[config.mk]
export PLATFORM = sky130hd
export DESIGN_NAME = vga_timing_multi
export DESIGN_NICKNAME = d
export VERILOG_FILES = /design/src/rtl/vga_timing_multi.sv
export SDC_FILE = /design/constraint.sdc
export NUM_CORES = 1
export LEC_CHECK = 0
export CORE_MARGIN = 10
export CORE_UTILIZATION = 58
export DETAILED_ROUTE_END_ITERATION = 7
export PLACE_DENSITY = 0.93
export REMOVE_ABC_BUFFERS = 1
export SYNTH_ARGS = -nofsm -noshare
export SYNTH_HDL_FRONTEND = slang
export SYNTH_SLANG_ARGS = --single-unit
[constraint.sdc]
create_clock -name clk -period 10.1 [get_ports clk]
set_input_delay 1.01 -clock clk [delete_from_list [all_inputs] [get_ports clk]]
set_output_delay 1.01 -clock clk [all_outputs]
set_load 0.02 [all_outputs]
[src/rtl/vga_timing_multi.sv]
// VGA raster timing generator for 800x600@60 and 640x480@60.
// A mode change requested on mode_sel takes effect only at the frame wrap.
module vga_timing_multi #(
    parameter int unsigned CNT_W    = 11,
    parameter logic        RST_MODE = 1'b0
) (
    input  logic             clk,
    input  logic             rst_n,
    input  logic             en,
    input  logic             mode_sel,
    output logic [CNT_W-1:0] hcount,
    output logic [CNT_W-1:0] vcount,
    output logic             hsync,
    output logic             vsync,
    output logic             hblnk,
    output logic             vblnk,
    output logic             frame_start,
    output logic             mode_act
);

    // Mode 0: 800x600@60, positive syncs
    localparam int unsigned M0_H_TOT  = 1056;
    localparam int unsigned M0_H_BLK  = 800;
    localparam int unsigned M0_HS_BEG = 840;
    localparam int unsigned M0_HS_END = 967;
    localparam int unsigned M0_V_TOT  = 628;
    localparam int unsigned M0_V_BLK  = 600;
    localparam int unsigned M0_VS_BEG = 601;
    localparam int unsigned M0_VS_END = 604;

    // Mode 1: 640x480@60, negative syncs
    localparam int unsigned M1_H_TOT  = 800;
    localparam int unsigned M1_H_BLK  = 640;
    localparam int unsigned M1_HS_BEG = 656;
    localparam int unsigned M1_HS_END = 751;
    localparam int unsigned M1_V_TOT  = 525;
    localparam int unsigned M1_V_BLK  = 480;
    localparam int unsigned M1_VS_BEG = 490;
    localparam int unsigned M1_VS_END = 491;

    logic [CNT_W-1:0] hcount_q, hcount_d;
    logic [CNT_W-1:0] vcount_q, vcount_d;
    logic             mode_q, mode_d;
    logic             hsync_q, hsync_d;
    logic             vsync_q, vsync_d;
    logic             hblnk_q, hblnk_d;
    logic             vblnk_q, vblnk_d;
    logic             frame_start_q, frame_start_d;

    logic [CNT_W-1:0] h_last, v_last;
    logic             line_end, frame_end;

    // Counter advance; the requested mode is sampled only on the frame wrap
    always_comb begin : counter_next
        h_last        = mode_q ? CNT_W'(M1_H_TOT - 1) : CNT_W'(M0_H_TOT - 1);
        v_last        = mode_q ? CNT_W'(M1_V_TOT - 1) : CNT_W'(M0_V_TOT - 1);
        line_end      = (hcount_q >= h_last);
        frame_end     = line_end && (vcount_q >= v_last);
        hcount_d      = hcount_q;
        vcount_d      = vcount_q;
        mode_d        = mode_q;
        frame_start_d = en && frame_end;
        if (en) begin
            if (line_end) begin
                hcount_d = '0;
                if (frame_end) begin
                    vcount_d = '0;
                    mode_d   = mode_sel;
                end else begin
                    vcount_d = vcount_q + 1'b1;
                end
            end else begin
                hcount_d = hcount_q + 1'b1;
            end
        end
    end

    logic [CNT_W-1:0] h_blk, hs_beg, hs_end, v_blk, vs_beg, vs_end;
    logic             sync_pos;

    // Decode from the next counter values and next mode so registered outputs line up
    always_comb begin : decode
        h_blk    = mode_d ? CNT_W'(M1_H_BLK)  : CNT_W'(M0_H_BLK);
        hs_beg   = mode_d ? CNT_W'(M1_HS_BEG) : CNT_W'(M0_HS_BEG);
        hs_end   = mode_d ? CNT_W'(M1_HS_END) : CNT_W'(M0_HS_END);
        v_blk    = mode_d ? CNT_W'(M1_V_BLK)  : CNT_W'(M0_V_BLK);
        vs_beg   = mode_d ? CNT_W'(M1_VS_BEG) : CNT_W'(M0_VS_BEG);
        vs_end   = mode_d ? CNT_W'(M1_VS_END) : CNT_W'(M0_VS_END);
        sync_pos = ~mode_d;
        hblnk_d  = (hcount_d >= h_blk);
        vblnk_d  = (vcount_d >= v_blk);
        hsync_d  = ((hcount_d >= hs_beg) && (hcount_d <= hs_end)) ~^ sync_pos;
        vsync_d  = ((vcount_d >= vs_beg) && (vcount_d <= vs_end)) ~^ sync_pos;
    end

    // Inactive sync level equals the mode code (mode 0 idles low, mode 1 idles high)
    always_ff @(posedge clk or negedge rst_n) begin
        if (!rst_n) begin
            hcount_q      <= '0;
            vcount_q      <= '0;
            mode_q        <= RST_MODE;
            hsync_q       <= RST_MODE;
            vsync_q       <= RST_MODE;
            hblnk_q       <= 1'b0;
            vblnk_q       <= 1'b0;
            frame_start_q <= 1'b0;
        end else begin
            hcount_q      <= hcount_d;
            vcount_q      <= vcount_d;
            mode_q        <= mode_d;
            hsync_q       <= hsync_d;
            vsync_q       <= vsync_d;
            hblnk_q       <= hblnk_d;
            vblnk_q       <= vblnk_d;
            frame_start_q <= frame_start_d;
        end
    end

    assign hcount      = hcount_q;
    assign vcount      = vcount_q;
    assign hsync       = hsync_q;
    assign vsync       = vsync_q;
    assign hblnk       = hblnk_q;
    assign vblnk       = vblnk_q;
    assign frame_start = frame_start_q;
    assign mode_act    = mode_q;

endmodule

==> results of run 1 <==
==> cells in the mapped netlist, types with 2 or more instances <==
| cell type | number | share of area [%] |
|---|---|---|
| ha_1 | 29 | 17 |
| dfrtp_1 | 28 | 33 |
| nor2_1 | 21 | 3.7 |
| nand2_1 | 19 | 3.4 |
| inv_1 | 15 | 2.7 |
| a21oi_1 | 14 | 3.3 |
| o21ai_0 | 14 | 3.3 |
| nand3_1 | 8 | 1.9 |
| xnor2_1 | 7 | 2.9 |
| nand4_1 | 6 | 1.8 |
| nor3_1 | 4 | 0.95 |
| nor4_1 | 4 | 1.2 |
| o211ai_1 | 4 | 1.4 |
| a211o_1 | 3 | 1.2 |
| a211oi_1 | 3 | 1.1 |
| a22o_1 | 3 | 1.2 |
| and2_1 | 3 | 0.89 |
| and3_1 | 3 | 0.89 |
| nand2b_1 | 3 | 0.89 |
| xor2_1 | 3 | 1.2 |
| a21o_1 | 2 | 0.71 |
| a221o_1 | 2 | 0.95 |
| a31oi_1 | 2 | 0.59 |
| buf_2 | 2 | 0.47 |
| o21ai_2 | 2 | 0.83 |
==> routing by layer <==
layer	global-route usage, %	share of wire, %	up-vias	wire length, um
li1	-	-	938	-
met1	23.4	43	968	2410
met2	28.3	46	101	2590
met3	3.23	8.3	15	466
met4	10.7	3.0	0	168
met5	0	0	-	0
==> layout make-up <==
cell class                 instances  share of cell area [%]
inverter                          15                    2.25
multi-input combinational        185                    53.1
tap                               46                    2.30
clock buffer                       4                    1.45
sequential                        28                    28.0
timing repair buffer              33                    13.0
==> power by group <==
group,switching (mW),internal [mW]
clock network,0.0368,0.0222
registers,0.0181,0.121
logic,0.0516,0.0367
total,0.106,0.180
==> kinds of logic after synthesis <==
family,synth area share [%]
AND/OR/NAND/NOR,19.1
AO/OA/AOI/OAI,22.0
adder cells (fa/ha/maj),17.2
flip-flops,33.2
buffers and inverters,3.91
XOR/XNOR,4.14
multiplexers,0.474
==> per-stage QoR <==
stage	instance area [sq um]	util [%]	setup WS, ps
2_1_floorplan	2090	-	5620
3_3_place_gp	2470	72.3	5280
3_5_place_dp	2470	72.3	5090
4_1_cts	2510	73.4	5430
5_1_grt	2510	73.4	4930
6_report	2510	73.4	5360
==> sequential cells by signal (all words and copies together) (netlist names) <==
name / count
mode_act: 1
vcount: 11
frame_start: 1
vsync: 1
hsync: 1
vblnk: 1
hblnk: 1
hcount: 11
==> worst paths after layout <==
path | cells after the start | start | endpoint
worst min register to register | 1 | vcount[10] | vcount[10]
worst min-delay path | 1 | vcount[10] | vcount[10]
min in group asynchronous | 2 | rst_n | hsync
worst max register to register | 16 | mode_act | vsync
worst max-delay path | 16 | mode_act | vsync
max in group asynchronous | 2 | rst_n | vcount[6]
==> run_results.csv, run 1 <==
group,metric,value,unit
sta,finalSetupTns,0,ps
clock_network,root_buffer,"clkbuf_4",
power_and_ir_drop,power_leakage,1.13,nW
power_and_ir_drop,vdd.ir_drop.worst,0.000118,V
layout,layout_common_cells,"31 x clkdlybuf4s50_1, 29 x ha_1, 28 x dfrtp_1, 21 x nor2_1, 19 x nand2_1",
layout,multi_input_area,1330,sq um
hold_path,min_path_type,"flip-flop to flip-flop",
route,wirelength,5630,um
placed_design,gp_congestion,0.852,
sta,drv_slew,0,
die,start_util,61.9,%
setup_path,cp.required,10370,ps
sta,rsz0062_at_grt,"false",
placed_design,hpwl,4300,um
clock_network,h-tree-depth,1,
layout,nFillCells,258,
clock_network,path_clk_slew,150,ps
logic_synthesis,ys_ff_latch,28,
clock_network,cts_buffers,3,
clock_network,cts_setup_buffers,0,
setup_path,critPathKind,"flip-flop to flip-flop",
setup_path,cpPeakStageDelay,590,ps
setup_path,cp-end-kind,"flip-flop",
die,die_w,80.4,um
sta,min_period_over_period,46.9,%
sta,clock_skew,3.48,ps
die,die_area,6460,sq um
global_routing,grt_overflow_total,0,
route,ant_nets,0,
logic_synthesis,avgSynthCellArea,9.07,sq um
layout,instances_no_fill,311,
layout,n_antenna_cell,0,
logic_synthesis,syn_inst,233,
clock_network,clockBufferDepth,2,
global_routing,grt_max_degree,29,
clock_network,cts_resized,0,
logic_synthesis,async_reset_ff_share,100,%
clock_network,cts_sinks,28,
power_and_ir_drop,power,286,uW
layout,register_area,701,sq um
die,num_io_pins,32,
global_routing,antenna_found_initial,0,
logic_synthesis,synth_area,2110,sq um
sta,setup_viol,0,
die,core,3420,sq um
logic_synthesis,ys.warnings.count,0,
route,drt_iter0_drc,312,
logic_synthesis,seq_area_frac_synth,33.2,%
layout,final_nets,299,
setup_path,critical_path_arrival,5010,ps
sta,worst_slew_pin_slew,828,ps
die,die_h,80.4,um
setup_path,critPathLaunchType,"flip-flop",
layout,syn_to_final_growth,18.6,%
sta,hold_violations,0,
global_routing,grt_pass1_vias,2001,
setup_path,crit_buf_inv,3,
setup_path,crit_chain,"inv_1, ha_1, a21oi_1, o21ai_1, a22oi_2, nor3_2, nor2_1, a21oi_1, buf_4, inv_1, ha_1, a221o_1, a211o_1, a211oi_1, nor3_1, a311oi_1",
route,routedWlPerCell,18.1,um
setup_path,path_max_fanout,14,
sta,max_slew_margin,44.8,%
sta,final.min_clock_period,4740,ps
route,via_per_inst,6.50,
logic_synthesis,synth_cell_types,54,
layout,layout-drive-gt1-share,5.28,%
setup_path,r2r_slack,5360,ps
clock_network,cts_tree,"built",
sta,fmax,211,MHz
global_routing,grt_pass1_wl,9490,um
route,drc,0,
setup_path,cpLargestDelayFamily,"compound AO/OA/AOI/OAI gates",
placed_design,io_buffer_count,31,
status,status,"finished, final reports clean",
die,rows,21,
placed_design,place_inst,307,
logic_synthesis,synth_top_flop_cell,"dfrtp_1",
power_and_ir_drop,power_density,114,nW/um^2
flow_run,maxCapViolations,0,
route,dr.pass1.iters,5,
sta,hold_slack,635,ps
clock_network,clk_latency,360,ps
logic_synthesis,synth_edf_count,0,
clock_network,ctsHoldBuffers,0,
setup_path,crit_slowest_cell,"dfrtp_1",
global_routing,grtUsageTotal,18.4,%
layout,layout_commonest_cell,"clkdlybuf4s50_1",
route,via_count,2022,
No activity file was read; power rests on OpenSTA's default activity.
==> run 2: changes to the inputs <==
CORE_UTILIZATION = 49   (was 58)
PLACE_DENSITY = 0.84   (was 0.93)
clock period = 4.2 ns   (was 10.1 ns; I/O delays follow)
==> run 2 against run 1 <==
Clock skew is 2.5 ps higher. Count of clock-buffer cells in the layout is 1 lower. Setup slack got worse by 5100 ps. Core utilization decreased by 9.4 points. Hold slack lost 120 ps. Cell area up 4.3%. Die area rose by 14%. Largest cell class unchanged.
==> run_results.csv, run 2 (same netlist as run 1, synthesis figures left out) <==
group,metric,value,unit
status,status,"finished, final reports clean",
layout,layout-drive-gt1-share,10.6,%
clock_network,root_buffer,"clkbuf_8",
die,num_io_pins,32,
sta,setup_viol,0,
layout,layout_common_cells,"31 x clkdlybuf4s50_1, 29 x ha_1, 28 x dfrtp_1, 20 x nor2_1, 19 x nand2_1",
clock_network,clk_latency,280,ps
clock_network,ctsHoldBuffers,0,
flow_run,maxCapViolations,0,
clock_network,cts_resized,0,
global_routing,grt_max_degree,29,
die,die_w,85.7,um
clock_network,cts_setup_buffers,0,
power_and_ir_drop,vdd.ir_drop.worst,0.000202,V
placed_design,gp_congestion,0.900,
setup_path,critPathKind,"flip-flop to flip-flop",
sta,hold_slack,513,ps
power_and_ir_drop,power,713,uW
die,core,4090,sq um
layout,syn_to_final_growth,23.7,%
route,wirelength,5900,um
sta,min_period_over_period,94.2,%
route,via_count,1964,
sta,hold_violations,0,
clock_network,h-tree-depth,1,
sta,fmax,253,MHz
clock_network,cts_tree,"built",
setup_path,crit_chain,"buf_4, ha_1, a211o_1, o211ai_1, o211a_1, o21ai_2, o41ai_2, ha_1, a21o_1, a221o_1, a211o_1, a211oi_2, nor3_1, a311oi_1",
global_routing,grt_overflow_total,0,
sta,final.min_clock_period,3960,ps
route,drc,0,
layout,nFillCells,352,
route,ant_nets,0,
hold_path,min_path_type,"input port to asynchronous set/reset pin",
global_routing,grt_pass1_vias,1942,
setup_path,worstSetupStartpoint,"mode_act",
sta,drv_slew,0,
setup_path,r2r-end,"vsync",
setup_path,critPathLaunchType,"flip-flop",
die,rows,23,
layout,instances_no_fill,323,
layout,n_antenna_cell,0,
setup_path,cpLargestDelayFamily,"compound AO/OA/AOI/OAI gates",
route,routedWlPerCell,18.3,um
clock_network,cts_buffers,3,
layout,layout_commonest_cell,"clkdlybuf4s50_1",
global_routing,grt_pass1_wl,9660,um
setup_path,rr_worst_depth,14,
setup_path,path_max_fanout,7,
sta,max_slew_margin,49.3,%
clock_network,path_clk_slew,100,ps
setup_path,critical_path_arrival,4130,ps
setup_path,cpPeakStageDelay,420,ps
setup_path,crit_buf_inv,1,
die,die_area,7340,sq um
clock_network,cts_sinks,28,
power_and_ir_drop,power_density,273,nW/um^2
placed_design,place_inst,320,
placed_design,dpl_cell_area,2540,sq um
setup_path,rr_startpoint,"mode_act",
route,dr.pass1.iters,4,
route,drt_iter0_drc,256,
setup_path,cp-end-kind,"flip-flop",
setup_path,cp.required,4370,ps
sta,worst_slew_pin_slew,760,ps
setup_path,r2r_slack,240,ps
sta,clock_skew,5.96,ps
global_routing,antenna_found_initial,0,
global_routing,grtUsageTotal,15.7,%
layout,design_area,2610,sq um
placed_design,hpwl,4420,um
clock_network,clockBufferDepth,2,
placed_design,io_buffer_count,31,
route,via_per_inst,6.08,
die,die_h,85.7,um
setup_path,crit_slowest_cell,"o41ai_2",
layout,final_nets,308,
power_and_ir_drop,power_leakage,1.18,nW
die,start_util,51.7,%
## run 2: cell types whose count changed in the layout (fill, tap and decap cells not counted), sizes merged
cell	before	now
clkbuf	4	3
buf	2	11
## run 2: power breakdown
part	leakage, nW	switching [mW]	internal, mW	total (mW)
Clock	0.0216	0.0854	0.0646	0.150
Combinational	0.807	0.130	0.0969	0.227
Sequential	0.356	0.0456	0.291	0.336
## run 2: metrics by stage
step | worst slack (ps) | setup TNS (ps) | util [%]
after floorplan | -277 | -277 | -
after global placement | 327 | 0 | 62.2
after detailed placement | 171 | 0 | 62.2
after CTS | 89.4 | 0 | 63.2
after global routing | -60.6 | -60.6 | 64.0
final | 244 | 0 | 64.0
## run 2: metal layers
metal  track usage (%)  vias up  wire length (um)
met5                 0        -                 0
met4              5.39        0                72
met3              2.84        6               425
met2              24.5       70              2770
met1              21.2      933              2640
li1                  -      955                 -
## run 2: how the worst max path moves through the flow
| stage | end | cells after the start | slack [ps] |
|---|---|---|---|
| global route | vsync | 16 | -60 |
| detailed placement | vsync | 14 | 170 |
| CTS | vsync | 14 | 90 |
| finish | vsync | 14 | 240 |
| floorplan | vsync | 15 | -280 |
| global placement | vsync | 14 | 330 |
## run 2: area by class of cell
| class | count | area (sq um) | area share (%) |
|---|---|---|---|
| clock buffers | 3 | 41.3 | 1.58 |
| inverters | 15 | 56.3 | 2.15 |
| well taps | 50 | 62.6 | 2.39 |
| repair buffers | 42 | 393 | 15.0 |
| flip-flops and latches | 28 | 701 | 26.8 |
| multi-input cells | 185 | 1360 | 52.0 |
==> run 3: changes to the inputs <==
CORE_MARGIN = 5   (was 10)
==> run 3 against run 2 <==
Cell area increased by 0.43%. Core utilization increased by 0.28 points. Cell count increased by 0.31%.
==> run_results.csv, run 3 (same netlist as run 1, synthesis figures left out) <==
group,metric,value,unit
sta,drv_slew,0,
sta,worst_slack,203,ps
setup_path,path_max_fanout,5,
setup_path,critical_path_arrival,4180,ps
placed_design,dpl_worst_slack,-35.5,ps
placed_design,gp_congestion,0.855,
setup_path,critPathLaunchType,"flip-flop",
die,die_area,5730,sq um
sta,fmax,250,MHz
route,drt_iter0_drc,207,
sta,clock_skew,2.66,ps
global_routing,grt_pass1_vias,1751,
flow_run,maxCapViolations,0,
sta,rsz0062_at_grt,"false",
global_routing,grt_util_met1,30.3,%
layout,layout-drive-gt1-share,10.6,%
power_and_ir_drop,power_leakage,1.18,nW
sta,hold_violations,0,
clock_network,root_buffer,"clkbuf_8",
die,rows,23,
global_routing,grt_overflow_total,0,
layout,layout_common_cells,"31 x clkdlybuf4s50_1, 29 x ha_1, 27 x dfrtp_1, 21 x nor2_1, 19 x nand2_1",
route,wirelength,5490,um
power_and_ir_drop,vdd.ir_drop.worst,0.000190,V
route,dr.pass1.iters,4,
clock_network,cts_buffers,3,
sta,worst_slew_pin_slew,704,ps
setup_path,worstSetupStartpoint,"mode_act",
layout,n_antenna_cell,0,
setup_path,rr_worst_depth,14,
layout,layout_commonest_cell,"clkdlybuf4s50_1",
global_routing,grtUsageTotal,19.7,%
route,via_count,1983,
global_routing,grt-busiest-layer,"met1",
layout,syn_to_final_growth,24.2,%
die,die_w,75.7,um
power_and_ir_drop,power_density,277,nW/um^2
setup_path,critPathKind,"flip-flop to flip-flop",
layout,final_nets,308,
global_routing,grt_pass1_wl,8610,um
sta,final.min_clock_period,4000,ps
clock_network,h-tree-depth,1,
setup_path,critPathCapture,"vsync",
clock_network,path_clk_slew,100,ps
status,status,"finished, final reports clean",
route,ant_nets,0,
global_routing,grt_max_degree,29,
power_and_ir_drop,power,728,uW
setup_path,r2r-end,"vsync",
placed_design,hpwl,3990,um
setup_path,rr_startpoint,"mode_act",
hold_path,min_path_type,"input port to asynchronous set/reset pin",
sta,hold_slack,508,ps
die,core,4090,sq um
clock_network,clk_latency,280,ps
die,start_util,51.7,%
die,die_h,75.7,um
die,num_io_pins,32,
clock_network,clockBufferDepth,2,
clock_network,ctsHoldBuffers,0,
setup_path,cp-end-kind,"flip-flop",
clock_network,cts_sinks,28,
route,drc,0,
sta,min_period_over_period,95.2,%
setup_path,cp.required,4390,ps
global_routing,antenna_found_initial,0,
setup_path,r2r_slack,200,ps
layout,nFillCells,316,
global_routing,met2_usage,28.3,%
sta,max_slew_margin,53.1,%
route,via_per_inst,6.12,
sta,setup_viol,0,
placed_design,io_buffer_count,31,
clock_network,cts_tree,"built",
route,routedWlPerCell,16.9,um
global_routing,grtUsageMet3,2.11,%
==> run 3: cell count changes in the layout (fill, tap and decap cells not counted), sizes merged <==
cell | previous run | this run
clkbuf | 3 | 4
clkinvlp | 0 | 1
inv | 15 | 14
==> run 3: final cells by class <==
class | instances | area [sq um] | share of cell area [%]
clock buffer | 4 | 55.1 | 2.10
inverter | 15 | 60.1 | 2.29
multi-input combinational | 185 | 1350 | 51.5
sequential | 28 | 702 | 26.7
tap | 50 | 62.6 | 2.38
timing repair buffer | 42 | 393 | 15.0
==> run 3: layer usage <==
layer	routed length (um)	vias to the layer above	share of wire, %
met5	0	-	0
met4	87	0	1.6
met3	427	9	7.8
met2	2550	85	46
met1	2420	937	44
li1	-	952	-
==> run 3: critical path: stages, from the launching register on <==
cell	delay, ps
dfrtp_2	460
buf_4	150
ha_1	280
a211o_1	310
o211ai_1	110
o211a_1	290
o21ai_2	150
o41ai_2	450
ha_1	320
a21o_1	180
a221o_1	320
a211o_1	270
a211oi_1	280
nor3_1	80
a311oi_1	250
==> run 3: report_power, final <==
part           internal [mW]  switching, mW
registers              0.291         0.0452
clock network         0.0842         0.0923
logic                 0.0908          0.125
total                  0.466          0.262
==> run 3: stage by stage <==
stage / area, sq um / setup TNS (ps) / instances / utilization, %
floorplan: 2090 / -277 / 228 / -
global placement: 2520 / 0 / 317 / 61.7
detailed placement: 2520 / -35.5 / 317 / 61.7
CTS: 2580 / 0 / 321 / 63.2
global route: 2630 / 0 / 324 / 64.2
finish: 2630 / 0 / 324 / 64.2
==> run 3: what timing repair did <==
item	in CTS	in global routing
endpoints found under the hold margin	0	0
setup endpoints to repair	1	2
pin swaps	0	0
setup buffers	0	3
gates cloned	0	0
gates resized for setup	1	6
==> run 3: worst min-delay path by stage <==
stage / to / cells after the start / slack, ps / startpoint
finish: hsync / 2 / 510 / rst_n
global route: vsync / 2 / 550 / rst_n
CTS: vblnk / 2 / 520 / rst_n
detailed placement: vcount[9] / 2 / 600 / vcount[9]
global placement: vcount[8] / 1 / 580 / vcount[8]
floorplan: frame_start / 0 / 120 / rst_n
